<file path="src/rtl/sync_fifo.sv">
// Single-clock FIFO; pointers carry one extra wrap bit to tell full from empty.
module sync_fifo #(
  parameter int unsigned WIDTH = 16,
  parameter int unsigned DEPTH = 8
) (
  input  logic             clk,
  input  logic             rst,
  input  logic             push,
  input  logic             pop,
  input  logic [WIDTH-1:0] din,
  output logic             full,
  output logic             empty,
  output logic [WIDTH-1:0] head
);

  localparam int unsigned AW = $clog2(DEPTH);

  logic [AW:0]      wr_ptr;
  logic [AW:0]      rd_ptr;
  logic [WIDTH-1:0] mem [DEPTH];
  logic             wr_en;
  logic             rd_en;

  assign empty = (wr_ptr == rd_ptr);
  assign full  = (wr_ptr[AW] != rd_ptr[AW]) && (wr_ptr[AW-1:0] == rd_ptr[AW-1:0]);
  assign head  = mem[rd_ptr[AW-1:0]];

  // A write while full is accepted only when the head leaves in the same cycle.
  assign rd_en = pop && !empty;
  assign wr_en = push && (!full || rd_en);

  always_ff @(posedge clk) begin
    if (rst) begin
      wr_ptr <= '0;
      rd_ptr <= '0;
    end else begin
      if (wr_en) wr_ptr <= wr_ptr + (AW+1)'(1);
      if (rd_en) rd_ptr <= rd_ptr + (AW+1)'(1);
    end
  end

  always_ff @(posedge clk) begin
    if (wr_en) mem[wr_ptr[AW-1:0]] <= din;
  end

endmodule

</file>
<file path="config.mk">
export PLATFORM = sky130hd
export DESIGN_NAME = sync_fifo
export DESIGN_NICKNAME = d
export VERILOG_FILES = /design/src/rtl/sync_fifo.sv
export SDC_FILE = /design/constraint.sdc
export NUM_CORES = 1
export LEC_CHECK = 0
export CAP_MARGIN = 0
export CORE_MARGIN = 2
export CORE_UTILIZATION = 48
export CTS_BUF_LIST = sky130_fd_sc_hd__clkbuf_4
export DETAILED_ROUTE_END_ITERATION = 10
export PLACE_DENSITY = 0.71
export SLEW_MARGIN = 0
export SYNTH_ARGS = -nofsm -noshare
export SYNTH_HDL_FRONTEND = slang
export SYNTH_SLANG_ARGS = --single-unit
</file>
<file path="constraint.sdc">
create_clock -name clk -period 8.3 [get_ports clk]
set_input_delay 1.245 -clock clk [delete_from_list [all_inputs] [get_ports clk]]
set_output_delay 1.245 -clock clk [all_outputs]
set_load 0.005 [all_outputs]
</file>
==> metrics <==
status complete, no violations; Die Height 110 um; hold path cells 2; unrepaired setup endpoints after global routing false; Synth Warn # 0; hold_buf cts 0; fmax 0.239 GHz; type of the worst min-delay path reg2reg; P&R area growth vs syn 16.2%; Synth Instances 256; number of global-route vias before repair 2604; clock latency on the worst-skew pair 0.51 ns; Core Area 10900 um2; largest cells by area after synthesis edfxtp_1 (71%), mux4_2 (13%), dfxtp_1 (4.1%); Cell Area, Synth 5400 um2; largest area contributor in the netlist edfxtp_1; post-route insts no fill 461; htree depth 4; routed len/inst 19.4 um; most frequent cell after synthesis edfxtp_1; post-synthesis sequential area ratio 75.2%; Tightest Pin Transition 0.962 ns; Total Power 1.47 mW; initial antenna violation count 0; CTS tree built; Post-Route WL 8950 um; global-route wire length before repair 13800 um; Slew Viols, Final 0; Inst Count DP 429; maximum VDD drop 0.119 mV; clk slew on worst S/H paths 0.12 ns; Slew headroom 35.8%; CTS sink cnt 139; power per cell area 234 nW/um2; post-synth top area share 71.1%; layout cells sized above 1 31.2%; die width 110 um; Critical Path Start Type register; Most used DFF post-synth edfxtp_1; Total GRT Usage 16.3%; DPL Wire Length 5090 um; DRC viols 0; # setup viols final 0; Reg area 4070 um2; post-CTS sizing 0; ys async rst share 0%; synthesis-stage register bit count 139; # port buffers 37; syn nets 278; # fillers 804; DR vias/cell 5.51; Tmin final 4.19 ns; Setup TNS 0 ns; Post-synth EDFFs 128; CP endpoint kind output port; clock buffer count from CTS 17; Final Skew 0.0183 ns; Die ar. 12100 um2; Fin. Hold Viols 0; Starting DRT DRC Count 135; Clock Tree Buf Depth 2; final std cell area, no fill 6280 um2; DRT Pass-1 Iters 5; gpl congestion 0.753; diodes inserted 0; global route total overflow 0; Post-CTS Setup Bufs 0; syn avg cell area 21.1 um2; commonest cells in the netlist edfxtp_1 (128), mux4_2 (32), mux2_2 (18); Tcrit/Tclk final 50.5%; Cell variety after synth 33; largest net degree at the start of global routing 33; routed via count 2538; Setup CP Type reg2out; Final #Nets 330; Post-DRT Antenna Nets 0; multi-input logic area 1280 um2; hold slack 0.542 ns; R2R depth 5; placed cell area 5970 um2; initial core utilization 49.6%; Max Cap Viol 0; I/O Pins 38; leakage power 1.97 nW; Crit Path Max Fanout 17; arrival time at the worst endpoint 2.95 ns; clock root buffer master clkbuf_4; number of core rows 38; WP data required 7.05 ns
-- metal layers --
layer | global-route usage (%) | vias up | part of all wire, %
met2 | 26.9 | 52 | 51
met5 | 0 | - | 0
met3 | 5.58 | 7 | 3.9
met1 | 20.9 | 1317 | 45
met4 | 4.55 | 0 | 0.70
li1 | - | 1162 | -
-- final timing paths --
check	startpoint	end	slack [ns]
setup reg to reg	wr_ptr[1]$_SDFFE_PP0P_	mem[6][14]$_DFFE_PP_	5.93
setup / recovery	register	head[14]	4.11
hold reg to reg	rd_ptr[3]$_SDFFE_PP0P_	rd_ptr[3]$_SDFFE_PP0P_	0.54
hold / removal	rd_ptr[3]$_SDFFE_PP0P_	rd_ptr[3]$_SDFFE_PP0P_	0.54
-- worst max-delay path: stages (launching register included) --
cell and delay [ns]:
dfxtp_2 0.72, buf_4 0.43, mux4_2 0.54, mux2_2 0.29, clkdlybuf4s50_1 0.45
-- cells in the final DEF (no fill, tap or decap) --
cell	synthesis	layout
xor2_1	2	2
o311ai_0	1	1
o21ai_0	4	4
inv_1	3	3
nor2_1	8	8
clkinv_4	0	2
o211ai_1	1	1
or3_1	2	2
nand4_1	2	2
nand2_1	3	3
nand3_1	2	2
clkinvlp_4	0	3
clkdlybuf4s50_1	0	37
a21oi_2	1	1
dfxtp_2	0	2
nor4_2	0	1
mux4_2	32	32
nor3_2	0	4
mux2_2	18	18
a211o_1	1	1
xnor2_1	4	4
a21oi_1	2	2
nor2b_1	2	2
clkinv_2	0	2
clkinv_1	0	1
ha_1	2	2
nand2b_1	3	3
bufinv_16	0	3
a21boi_2	1	1
mux2i_1	2	2
inv_6	0	3
buf_4	4	9
dfxtp_1	11	9
clkbuf_4	0	18
a41o_1	1	1
edfxtp_1	128	128
nor4bb_1	1	1
inv_2	1	1
-- metrics by stage --
stage / setup slack [ns] / util (%)
final: 4.11 / 57.6
after global placement: 4.60 / 54.8
after floorplan: 4.89 / -
after global routing: 3.89 / 57.6
after detailed placement: 4.58 / 54.8
after CTS: 4.00 / 57.6
-- cell families (layout without fill, tap and decap cells) --
| logic type | count (synthesis) | in the layout | synth area share, % |
|---|---|---|---|
| flip-flops | 139 | 139 | 75.2 |
| multiplexers | 52 | 52 | 17.5 |
| AND/OR/NAND/NOR | 28 | 28 | 2.66 |
| buffers and inverters | 17 | 82 | 1.64 |
| AO/OA/AOI/OAI | 12 | 12 | 1.57 |
| XOR/XNOR | 6 | 6 | 0.973 |
| adder cells (fa/ha/maj) | 2 | 2 | 0.463 |
-- flip-flops by register name (all words and copies together) (netlist names), named ones only --
register  count
mem         128
rd_ptr        4
wr_ptr        4
-- where the power goes --
part | internal [mW] | switching [mW]
Combinational | 0.134 | 0.0702
Clock | 0.214 | 0.237
Sequential | 0.785 | 0.0280
Total | 1.13 | 0.336
-- cell type report --
cell class | count | share of cell area [%]
multi-input cells | 100 | 20.3
clock inverters | 14 | 2.71
well taps | 140 | 2.79
clock buffers | 18 | 2.15
flip-flops and latches | 139 | 64.8
inverters | 4 | 0.239
repair buffers | 46 | 6.98
(Power assumes the default switching activity.)
